`src/rtl/fir2d_pkg.sv`:
```
// Shared definitions for the 2-D FIR coefficient path.
// Holds the default set geometry, the loader FSM state type and the
// coefficient sign-extension helper used when widening ROM words onto hwdata.
package fir2d_pkg;

  localparam int NUM_TAPS = 25;
  localparam int NUM_SETS = 4;
  localparam int COEFF_W  = 16;
  localparam int DATA_W   = 32;

  typedef enum logic [1:0] {
    IDLE    = 2'd0,
    XFER    = 2'd1,
    LAST    = 2'd2,
    WAIT_VS = 2'd3
  } load_state_t;

  function automatic logic [DATA_W-1:0] sign_extend(input logic [COEFF_W-1:0] c);
    return {{(DATA_W-COEFF_W){c[COEFF_W-1]}}, c};
  endfunction

endpackage

```
`src/rtl/coeff_load_sched.sv`:
```
// Coefficient load scheduler.
// Copies one coefficient set from the ROM into the bram2coeff shadow
// registers over a pipelined write port and holds off the frame sync until the
// whole set is written, then reports the commit.
// Ports:
//   clk, rst            clock, synchronous active-high reset
//   start_i, set_sel_i  load request and set index
//   busy_o              high from start acceptance until commit
//   commit_o, err_o     single-cycle commit / bad-set pulses
//   rom_en_o, rom_addr_o, rom_data_i  ROM read port (data one cycle after enable)
//   haddr, hwrite       address phase of the write port
//   hwdata              data phase of the write port (sign-extended coefficient)
//   hready              slave ready, stalls address and data phases
//   vs_i, vs_o          raw and gated frame sync
module coeff_load_sched #(
  parameter int NUM_TAPS = fir2d_pkg::NUM_TAPS,
  parameter int NUM_SETS = fir2d_pkg::NUM_SETS,
  parameter int COEFF_W  = fir2d_pkg::COEFF_W,
  parameter int DATA_W   = fir2d_pkg::DATA_W,
  parameter int ADDR_W   = 32,
  parameter int ROM_AW   = 7
) (
  input  logic              clk,
  input  logic              rst,
  input  logic              start_i,
  input  logic [1:0]        set_sel_i,
  output logic              busy_o,
  output logic              commit_o,
  output logic              err_o,
  output logic              rom_en_o,
  output logic [ROM_AW-1:0] rom_addr_o,
  input  logic [COEFF_W-1:0] rom_data_i,
  output logic [ADDR_W-1:0] haddr,
  output logic [DATA_W-1:0] hwdata,
  output logic              hwrite,
  input  logic              hready,
  input  logic              vs_i,
  output logic              vs_o
);

  fir2d_pkg::load_state_t state, state_next;

  logic [ADDR_W-1:0] idx;
  logic [ROM_AW-1:0] base;
  logic [DATA_W-1:0] hold;
  logic              data_first;
  logic              gate;
  logic              vs_q;
  logic              start_ok;
  logic              start_bad;
  logic              last_idx;
  logic              vs_rise;

  assign start_ok  = (state == fir2d_pkg::IDLE) && start_i && (int'(set_sel_i) < NUM_SETS);
  assign start_bad = (state == fir2d_pkg::IDLE) && start_i && (int'(set_sel_i) >= NUM_SETS);
  assign last_idx  = (idx == ADDR_W'(NUM_TAPS - 1));
  assign vs_rise   = vs_i & ~vs_q;

  assign haddr      = idx;
  assign rom_addr_o = base + idx[ROM_AW-1:0];
  // First data-phase cycle takes the ROM word directly; stalled cycles replay it.
  assign hwdata     = data_first ? fir2d_pkg::sign_extend(rom_data_i) : hold;
  assign vs_o       = vs_i & ~gate;

  always_ff @(posedge clk) begin
    if (rst) state <= fir2d_pkg::IDLE;
    else     state <= state_next;
  end

  always_comb begin
    state_next = state;
    hwrite     = 1'b0;
    rom_en_o   = 1'b0;
    case (state)
      fir2d_pkg::IDLE: begin
        if (start_ok) state_next = fir2d_pkg::XFER;
      end
      fir2d_pkg::XFER: begin
        hwrite   = 1'b1;
        rom_en_o = hready;
        if (hready && last_idx) state_next = fir2d_pkg::LAST;
      end
      fir2d_pkg::LAST: begin
        if (hready) state_next = fir2d_pkg::WAIT_VS;
      end
      fir2d_pkg::WAIT_VS: begin
        if (vs_rise) state_next = fir2d_pkg::IDLE;
      end
      default: state_next = fir2d_pkg::IDLE;
    endcase
  end

  always_ff @(posedge clk) begin
    if (rst) begin
      idx        <= '0;
      base       <= '0;
      hold       <= '0;
      data_first <= 1'b0;
      gate       <= 1'b0;
      vs_q       <= 1'b0;
      busy_o     <= 1'b0;
      commit_o   <= 1'b0;
      err_o      <= 1'b0;
    end else begin
      commit_o   <= 1'b0;
      err_o      <= start_bad;
      vs_q       <= vs_i;
      data_first <= (state == fir2d_pkg::XFER) && hready;
      if (data_first) hold <= fir2d_pkg::sign_extend(rom_data_i);
      if (start_ok) begin
        base   <= ROM_AW'(set_sel_i) * ROM_AW'(NUM_TAPS);
        idx    <= '0;
        busy_o <= 1'b1;
        gate   <= 1'b1;
      end
      if ((state == fir2d_pkg::XFER) && hready && !last_idx) idx <= idx + 1'b1;
      if ((state == fir2d_pkg::LAST) && hready) gate <= 1'b0;
      if ((state == fir2d_pkg::WAIT_VS) && vs_rise) begin
        commit_o <= 1'b1;
        busy_o   <= 1'b0;
      end
    end
  end

endmodule

```
`config.mk`:
```
export PLATFORM = sky130hd
export DESIGN_NAME = coeff_load_sched
export DESIGN_NICKNAME = d
export VERILOG_FILES = /design/src/rtl/fir2d_pkg.sv /design/src/rtl/coeff_load_sched.sv
export SDC_FILE = /design/constraint.sdc
export NUM_CORES = 1
export LEC_CHECK = 0
export CORE_MARGIN = 3
export CORE_UTILIZATION = 35
export CTS_CLUSTER_DIAMETER = 120
export DETAILED_ROUTE_END_ITERATION = 12
export PLACE_DENSITY = 0.7
export SLEW_MARGIN = 20
export SYNTH_ARGS = -nofsm -noshare
export SYNTH_HDL_FRONTEND = slang
export SYNTH_SLANG_ARGS = --single-unit
```
`constraint.sdc`:
```
create_clock -name clk -period 5.4 [get_ports clk]
set_clock_uncertainty 0.2 [all_clocks]
set_input_delay 1.08 -clock clk [delete_from_list [all_inputs] [get_ports clk]]
set_output_delay 1.08 -clock clk [all_outputs]
set_load 0.01 [all_outputs]
```
# Yosys cells after proc, flatten, opt, wreduce, memory -nomap -nowiden
# Index checks and enable logic that the tools add are counted.
[totals] reg_bits=78 input_bits=23 output_inout_bits=77 wordCells=47
[classes] n_addsub=2 n_mul=1 eq_ne=8 muxes=11 bitwise=4 reduce_logical=12
[ops] operator="$mux W32" count=3
[ops] operator="$add A32 B1 Y32 const B" count=1
[ops] operator="$eq A32 B5 Y1 const B" count=1
[ops] operator="$mux W2" count=4
[ops] operator="$ne A2 B2 Y1 const B" count=4
[ops] operator="$pmux W2 S4" count=1
[ops] operator="$add A7 B7 Y7" count=1
[ops] operator="$mul A2 B5 Y7 const B" count=1
[ops] operator="$logic_and A1 B1 Y1" count=6
[ops] operator="$eq A2 B2 Y1 const B" count=2
[ops] operator="$reduce_and A4 Y1" count=1
[ops] operator="$reduce_or A2 Y1" count=2
[ops] operator="$mux W1" count=3
[ops] operator="$and A1 B1 Y1" count=2
[ops] operator="$eq A2 B1 Y1 const B" count=1
[ops] operator="$logic_not A2 Y1" count=1
[ops] operator="$not A1 Y1" count=2
[ops] operator="$reduce_bool A2 Y1" count=1
[ops] operator="$logic_not A1 Y1" count=1

# Longest topological paths before layout
# Gate-level depths: netlist (run 1).
[depth] depth_word=4 mapped_depth=9 mapped_depth_nobuf=7

# Worst setup path after synthesis (run 1)
# No wires, ideal clock.
[synth_path] kind="register -> output" start="register idx[0], in the netlist haddr[0]" end="output port rom_addr_o[6]" arrival_ns=1.765 t_required_ns=4.120 path_slack_ns=2.355 path_stages_with_launch=7 path_buffers=0 path_cell_list="dfxtp_1 ha_1 fa_1 a31o_2 a21o_1 a21oi_1 xnor2_1"
[synth_via] elab_chain_len=1
[synth_rtl] element="start, declared" line="coeff_load_sched.sv:43" rtl="logic [ADDR_W-1:0] idx;"
[synth_rtl] element="start signal, assigned" line="coeff_load_sched.sv:116" rtl="if ((state == fir2d_pkg::XFER) && hready && !last_idx) idx <= idx + 1'b1;"
[synth_rtl] element="$add A7 B7 Y7" line="coeff_load_sched.sv:60" rtl="assign rom_addr_o = base + idx[ROM_AW-1:0];"
[synth_rtl] element="end, declared" line="coeff_load_sched.sv:31" rtl="output logic [ROM_AW-1:0] rom_addr_o,"
# No other way between the ends.

# Final worst setup path (run 1)
# Same ends and word-level chain as after synthesis.

==> results of run 1 <==
layout make-up:
| cell class | count | area [um^2] |
|---|---|---|
| clock buffer | 9 | 225 |
| clock inverter | 7 | 76.3 |
| fill | 1067 | 5680 |
| inverter | 30 | 113 |
| multi-input combinational | 302 | 2190 |
| sequential | 76 | 1520 |
| tap | 140 | 175 |
| timing repair buffer | 101 | 1000 |
where the power goes:
part | switching [W] | total, W | internal, W
clock | 0.000244 | 0.000603 | 0.000359
sequential | 0.0000299 | 0.000630 | 0.000600
combinational | 0.000206 | 0.000413 | 0.000207
total | 0.000480 | 0.00165 | 0.00117
layout by cell type, fill, tap and decap left out, types with 8 or more instances in the layout:
cell and instances:
o21ai_0 21, a211o_1 8, nor3_1 14, mux2_2 15, nor2b_1 35, mux2i_1 8
and3_1 13, nand4_1 14, dfxtp_1 76, clkdlybuf4s50_1 98, inv_1 30, nand3_1 19
nor2_1 15, clkbuf_16 9, a21oi_1 10, ha_1 14, nand2_1 24
registers in the layout, indices dropped and copies added (netlist names):
signal / flops
hold: 32
vs_q: 1
busy_o: 1
commit_o: 1
haddr: 32
data_first: 1
state: 2
base: 5
gate: 1
worst register-to-register path: stages (launching register included):
cell	delay, ns
dfxtp_1	0.41
inv_1	0.11
ha_1	0.14
and4bb_2	0.26
nand4_4	0.19
o21ai_4	0.51
and2_1	0.68
a221o_1	0.27
path summary, 6_finish.rpt:
kind                                       to  startpoint  slack, ns
worst max register to register      haddr[16]    haddr[1]       2.57
worst min-delay path                  base[5]     base[5]       0.27
worst max-delay path            rom_addr_o[6]    haddr[0]       1.42
worst min register to register        base[5]     base[5]       0.27
layer usage:
| layer | global-route usage | vias up | wire length [um] |
|---|---|---|---|
| met5 | 0 | - | 0 |
| met4 | 0.0537 | 0 | 127 |
| met3 | 0.0712 | 14 | 919 |
| met2 | 0.252 | 126 | 4640 |
| met1 | 0.193 | 1623 | 4300 |
| li1 | - | 1716 | - |
through the flow:
step / hold WS, ns / setup slack [ns] / area (um^2)
finish: 0.265 / 1.42 / 5300
global route: 0.289 / 1.28 / 5300
CTS: 0.268 / 1.41 / 5300
detailed placement: 0.260 / 1.53 / 5000
global placement: 0.252 / 1.60 / 5000
floorplan: 0.240 / 2.36 / 3970
kinds of logic after synthesis:
| logic type | after synthesis |
|---|---|
| AND/OR/NAND/NOR | 175 |
| AO/OA/AOI/OAI | 79 |
| flip-flops | 76 |
| buffers and inverters | 58 |
| multiplexers | 23 |
| adder cells (fa/ha/maj) | 15 |
| XOR/XNOR | 9 |
| other | 1 |
==> results.yml, run 1 <==
outcome:
  status: "finished, final reports clean"
yosys:
  syn_inst: 436
  ys_seq_elements: 76
  synth_area_leader_cell: "dfxtp_1"
  synth_edf_count: 0
  synthesis.nets: 474
  synth-xor-area-share: 0.0198
  yosys.area_share.simple: 0.273
  ys_warn_count: 0
  seq_area_frac_synth: 0.383
  synth_top_family_by_area: "simple AND/OR/NAND/NOR gates"
  synth.distinct_cells: 58
  synthTopCellsByArea: "dfxtp_1 (38%), nor2b_1 (5.5%), ha_1 (4.4%), mux2_2 (4.3%), inv_1 (2.8%)"
  synthAdderAreaFrac: 0.0491
  syn_avg_cell_area_um2: 9.11
  synth.mux.area_fraction: 0.0627
  synth_top_cell_area_share: 0.383
  synthArstFlopShare: 0
  syn_area_um2: 3970
  synth_common_cells: "dfxtp_1 (76), nor2b_1 (35), inv_1 (30)"
  synth-main-ff-cell: "dfxtp_1"
  synth_compound_area_frac: 0.145
  synth_most_common_cell: "dfxtp_1"
setup_path:
  r2r_cells: 7
  cp-start-kind: "register"
  path_cells: "ha_1 -> fa_1 -> a31o_2 -> a21o_1 -> a21oi_1 -> xnor2_1 -> clkdlybuf4s50_1"
  critical-path-slowest-cell: "clkdlybuf4s50_1"
  cp-end-kind: "output port"
  critPathBufInv: 1
  critical_path_class: "register to output port"
  cp.required_ns: 4.12
  cp_max_fo: 8
  cp_slowest_stage_delay_ns: 0.56
  crit_arrival_ns: 2.70
  path_delay_family: "adder cells"
  path_depth: 7
clock_tree:
  clk_pin_slew_worst_paths_ns: 0.06
  clockRootBuffer: "clkbuf_16"
  cts.sinks: 76
  hold_buffers: 0
  cts-root-to-sink-buffers: 2
  postCtsSetupBuffers: 0
  h-tree-depth: 3
  clk_latency_ns: 0.33
  cts_tree: "built"
  cts_buffers: 9
  cts_resized: 0
drt:
  drc_errors: 0
  routed_wl_mm: 9.99
  drtIter0Drc: 185
  wl_per_cell_um: 15.0
  vias_per_cell: 5.23
  postRouteAntennaNets: 0
  vias: 3479
  first_pass_iters: 4
finish:
  area_delta_synth_final_pct: 33.5
  diodes: 0
  drive_above_1_share: 0.105
  finalNetCount: 558
  final_util: 0.483
  fin_cells: 665
sta:
  rsz0062_at_grt: "false"
  setup_violations: 0
  min_period_over_period: 0.738
  fin_tns_setup_ns: 0
  min_period_ns: 3.98
  maxSlewHeadroom: 0.362
  fmax_ghz: 0.251
  slew_violations: 0
  hold_viol_final: 0
  tightest_slew_ns: 0.950
place:
  gp_congestion: 0.783
  hpwl_mm: 7.06
  portBuffers: 98
  placed_cells: 649
power_and_ir_drop:
  peakVddDrop_uv: 216
  power_density_nw_per_um2: 310
  leakage_nw: 2.04
  finalPower_w: 0.00165
global_route:
  grt_use_total: 0.159
  antenna_found_initial: 0
  grt_max_degree: 36
  grt_pass1_wl_mm: 16.5
  grt_overflow_total: 0
  first_global_vias: 3395
flow_run:
  drv_cap: 0
die:
  start_util: 0.362
  dieHeight_um: 113
  coreArea_um2: 11000
  io_pins: 100
  dieWidth_um: 113
  placementRows: 38
  dieArea_um2: 12700
worst_hold_path:
  hold_depth: 2
  min-delay-path-class: "register to register"
Note: power is estimated with default switching activity, not from simulation.
==> run 2: changes to the inputs <==
- PLACE_DENSITY: 0.7 -> 0.73
- clock period: 5.4 -> 3.62 ns (I/O delays scaled with it)
==> results.yml, run 2 (synthesis results as in run 1) <==
clock_tree:
  cts-root-to-sink-buffers: 2
  cts_buffers: 9
  h-tree-depth: 3
  hold_buffers: 0
  cts.sinks: 76
  cts_tree: "built"
  clk_pin_slew_worst_paths_ns: 0.06
  clk_latency_ns: 0.33
  clockRootBuffer: "clkbuf_16"
power_and_ir_drop:
  p_comb_frac: 0.256
  p_seq_frac: 0.373
  power_density_nw_per_um2: 466
  p_sw_frac: 0.295
  leakage_nw: 2.09
  p_sw_w: 0.000735
  p_int_w: 0.00175
  clkPwrFrac: 0.372
  peakVddDrop_uv: 251
sta:
  setup_violations: 0
  hold_ws_ns: 0.274
  slew_violations: 0
  tightest_slew_ns: 0.732
  rsz0062_at_grt: "false"
  hold_viol_final: 0
  min_period_over_period: 0.909
  min_period_ns: 3.29
  fin_tns_setup_ns: 0
  maxSlewHeadroom: 0.512
  fmax_ghz: 0.304
finish:
  drive_above_1_share: 0.112
  multi_input_area_um2: 2190
  regArea_um2: 1520
  final_common_cell: "clkdlybuf4s50_1"
  diodes: 0
  area_delta_synth_final_pct: 34.4
  num-fill-cells: 1017
  fin_cells: 669
  final_cell_mix: "clkdlybuf4s50_1 (97), dfxtp_1 (76), nor2b_1 (35)"
  fin_area_um2: 5340
  finalNetCount: 562
setup_path:
  timing.rr.end: "haddr[12]"
  crit_arrival_ns: 2.37
  timing.rr.start: "haddr[0]"
  cp-end-kind: "output port"
  cp.required_ns: 2.70
  r2r_cells: 8
  critical_path_class: "register to output port"
  r2r_slack_ns: 0.79
  critical-path-slowest-cell: "clkdlybuf4s50_1"
  path_delay_family: "compound AO/OA/AOI/OAI gates"
  cp_slowest_stage_delay_ns: 0.55
  cp_max_fo: 7
  critPathBufInv: 1
  path_cells: "ha_1 -> a21o_1 -> a31o_2 -> a21oi_1 -> xnor2_1 -> clkdlybuf4s50_1"
  cp-start-kind: "register"
global_route:
  grt_max_degree: 36
  grt_most_used_layer: "met2"
  gr-usage-met1: 0.202
  first_global_vias: 3414
  met2_usage: 0.261
  antenna_found_initial: 0
  grt_use_total: 0.161
  grt_overflow_total: 0
  met3_usage: 0.0507
  grt_pass1_wl_mm: 16.8
drt:
  drc_errors: 0
  postRouteAntennaNets: 0
  routed_wl_mm: 10.3
  wl_per_cell_um: 15.3
  drtIter0Drc: 219
  vias_per_cell: 5.26
  first_pass_iters: 4
  vias: 3521
place:
  portBuffers: 98
  dpl_cell_area_um2: 5030
  hpwl_mm: 7.19
  placed_cells: 653
  gp_congestion: 0.800
die:
  coreArea_um2: 11000
  dieWidth_um: 113
  start_util: 0.362
  dieArea_um2: 12700
  dieHeight_um: 113
  io_pins: 100
  placementRows: 38
worst_hold_path:
  hold_depth: 2
  hold_start: "base[5]"
  holdPathEnd: "base[5]"
  min-delay-path-class: "register to register"
outcome:
  status: "finished, final reports clean"
flow_run:
  drv_cap: 0
run 2: timing repair:
| item | in CTS | in global routing |
|---|---|---|
| buffers inserted | 0 | 0 |
| setup endpoints to repair | 0 | 1 |
| gates resized for setup | 0 | 1 |
run 2: worst max-delay path by stage:
stage | start | to | slack, ns | cells after the start
final | haddr[1] | rom_addr_o[5] | 0.33 | 6
after global routing | haddr[1] | rom_addr_o[5] | 0.22 | 6
after CTS | haddr[0] | rom_addr_o[6] | 0.08 | 7
after detailed placement | rom_data_i[15] | hwdata[25] | 0.40 | 4
after global placement | base[3] | rom_addr_o[6] | 0.50 | 7
after floorplan | haddr[0] | rom_addr_o[6] | 0.93 | 6
run 2: cell type report:
type | count | share of cell area
Clock buffer | 9 | 0.0422
Sequential cell | 76 | 0.285
Clock inverter | 7 | 0.0150
Tap cell | 140 | 0.0328
Inverter | 30 | 0.0211
Multi-Input combinational cell | 302 | 0.410
Timing Repair Buffer | 105 | 0.194
run 2: routing by layer:
layer  share of wire  vias to the layer above  wire length (um)
li1                -                     1725                 -
met1            0.44                     1643              4530
met2            0.46                      141              4710
met3           0.085                       12               869
met4           0.015                        0               151
met5               0                        -                 0
run 2: power groups by stage:
stage | Combinational, W | Sequential, W | Clock [W]
floorplan | 0.000383 | 0.000944 | 0
global placement | 0.000626 | 0.000944 | 0
detailed placement | 0.000642 | 0.000947 | 0
CTS | 0.000646 | 0.000928 | 0.000948
global route | 0.000706 | 0.000935 | 0.000983
finish | 0.000637 | 0.000928 | 0.000925
run 2: through the flow:
step / setup slack (ns) / util / total power [W]
finish: 0.329 / 0.486 / 0.00249
global route: 0.219 / 0.486 / 0.00262
CTS: 0.0778 / 0.486 / 0.00252
detailed placement: 0.401 / 0.458 / 0.00159
global placement: 0.501 / 0.458 / 0.00157
floorplan: 0.931 / - / 0.00133
run 2: worst register-to-register path: stages, from the launching register on:
cell      delay [ns]
dfxtp_1         0.31
buf_4           0.15
inv_1           0.06
ha_1            0.13
and4bb_2        0.25
nand4_4         0.19
o21ai_4         0.51
and2_1          0.69
a221o_1         0.27
==> run 3: changes to the inputs <==
- CORE_UTILIZATION: 35 -> 40
- PLACE_DENSITY: 0.73 -> 0.8
==> results.yml, run 3 (synthesis results as in run 1) <==
outcome:
  status: "finished, final reports clean"
power_and_ir_drop:
  clkPwrFrac: 0.281
  p_sw_w: 0.000710
  p_comb_frac: 0.292
  p_seq_frac: 0.428
  p_sw_frac: 0.325
  power_density_nw_per_um2: 419
  p_int_w: 0.00147
  leakage_nw: 2.04
  peakVddDrop_uv: 238
place:
  hpwl_mm: 7.08
  gp_congestion: 0.798
  portBuffers: 98
  placed_cells: 643
  dpl_cell_area_um2: 5020
drt:
  drtIter0Drc: 165
  wl_per_cell_um: 15.1
  drc_errors: 0
  vias: 3511
  routed_wl_mm: 9.93
  vias_per_cell: 5.33
  first_pass_iters: 4
  postRouteAntennaNets: 0
finish:
  fin_area_um2: 5210
  diodes: 0
  final_common_cell: "clkdlybuf4s50_1"
  drive_above_1_share: 0.113
  regArea_um2: 1520
  finalNetCount: 563
  final_cell_mix: "clkdlybuf4s50_1 (97), dfxtp_1 (76), nor2b_1 (35)"
  area_delta_synth_final_pct: 31.2
  fin_cells: 659
  multi_input_area_um2: 2190
  final_util: 0.551
  num-fill-cells: 881
die:
  dieHeight_um: 106
  dieWidth_um: 106
  dieArea_um2: 11200
  coreArea_um2: 9460
  io_pins: 100
  start_util: 0.420
  placementRows: 35
sta:
  min_period_over_period: 0.910
  tightest_slew_ns: 0.745
  min_period_ns: 3.29
  setup_violations: 0
  fmax_ghz: 0.304
  rsz0062_at_grt: "false"
  hold_viol_final: 0
  maxSlewHeadroom: 0.503
  slew_violations: 0
  fin_tns_setup_ns: 0
clock_tree:
  cts_tree: "built"
  cts.sinks: 76
  hold_buffers: 0
  cts_buffers: 9
  clk_pin_slew_worst_paths_ns: 0.08
  h-tree-depth: 3
  clk_latency_ns: 0.35
  clockRootBuffer: "clkbuf_8"
  cts-root-to-sink-buffers: 2
global_route:
  grt_use_total: 0.179
  first_global_vias: 3475
  grt_overflow_total: 0
  antenna_found_initial: 0
  grt_max_degree: 37
  grt_pass1_wl_mm: 16.4
setup_path:
  cp-end-kind: "output port"
  cp-start-kind: "register"
  cp.required_ns: 2.70
  cp_max_fo: 7
  critical_path_class: "register to output port"
  crit_arrival_ns: 2.37
worst_hold_path:
  min-delay-path-class: "register to register"
flow_run:
  drv_cap: 0
-- run 3: stage by stage --
| step | power, W | hold slack [ns] | setup WS [ns] |
|---|---|---|---|
| finish | 0.00218 | 0.261 | 0.326 |
| global route | 0.00231 | 0.296 | 0.191 |
| CTS | 0.00221 | 0.266 | 0.0425 |
| detailed placement | 0.00159 | 0.254 | 0.429 |
| global placement | 0.00157 | 0.256 | 0.511 |
| floorplan | 0.00133 | 0.240 | 0.931 |
-- run 3: critical path, stage by stage (launching register included) --
cell and delay (ns):
dfxtp_1 0.49, ha_1 0.29, a21o_1 0.17, a31o_2 0.24, a21oi_1 0.16, xnor2_1 0.13, clkdlybuf4s50_1 0.55
-- run 3: final timing paths --
| path | from | end | slack [ns] | cells after the start |
|---|---|---|---|---|
| worst max-delay path | haddr[1] | rom_addr_o[5] | 0.33 | 6 |
| worst min-delay path | base[5] | base[5] | 0.26 | 2 |
| worst max register to register | haddr[0] | haddr[16] | 0.81 | 8 |
| worst min register to register | base[5] | base[5] | 0.26 | 2 |
-- run 3: power by group through the flow --
stage                     sequential [W]  combinational, W  clock, W
after CTS                       0.000933          0.000644  0.000633
after floorplan                 0.000944          0.000383         0
after detailed placement        0.000953          0.000640         0
after global placement          0.000948          0.000621         0
after global routing            0.000941          0.000704  0.000661
final                           0.000933          0.000636  0.000612
-- run 3: what timing repair did --
item	4_1_cts	5_1_grt
setup endpoints to repair	0	1
setup buffers	0	0
gates resized for setup	0	1
-- run 3: layout make-up --
class,count,share of cell area
Clock buffer,9,0.0238
Clock inverter,7,0.0110
Inverter,30,0.0216
Multi-Input combinational cell,302,0.420
Sequential cell,76,0.292
Tap cell,129,0.0310
Timing Repair Buffer,106,0.200
-- run 3: metal layers --
metal	global-route usage	vias to the layer above	wire length, um
li1	-	1726	-
met1	0.219	1647	4270
met2	0.294	130	4720
met3	0.0686	8	852
met4	0.0509	0	93
met5	0	-	0
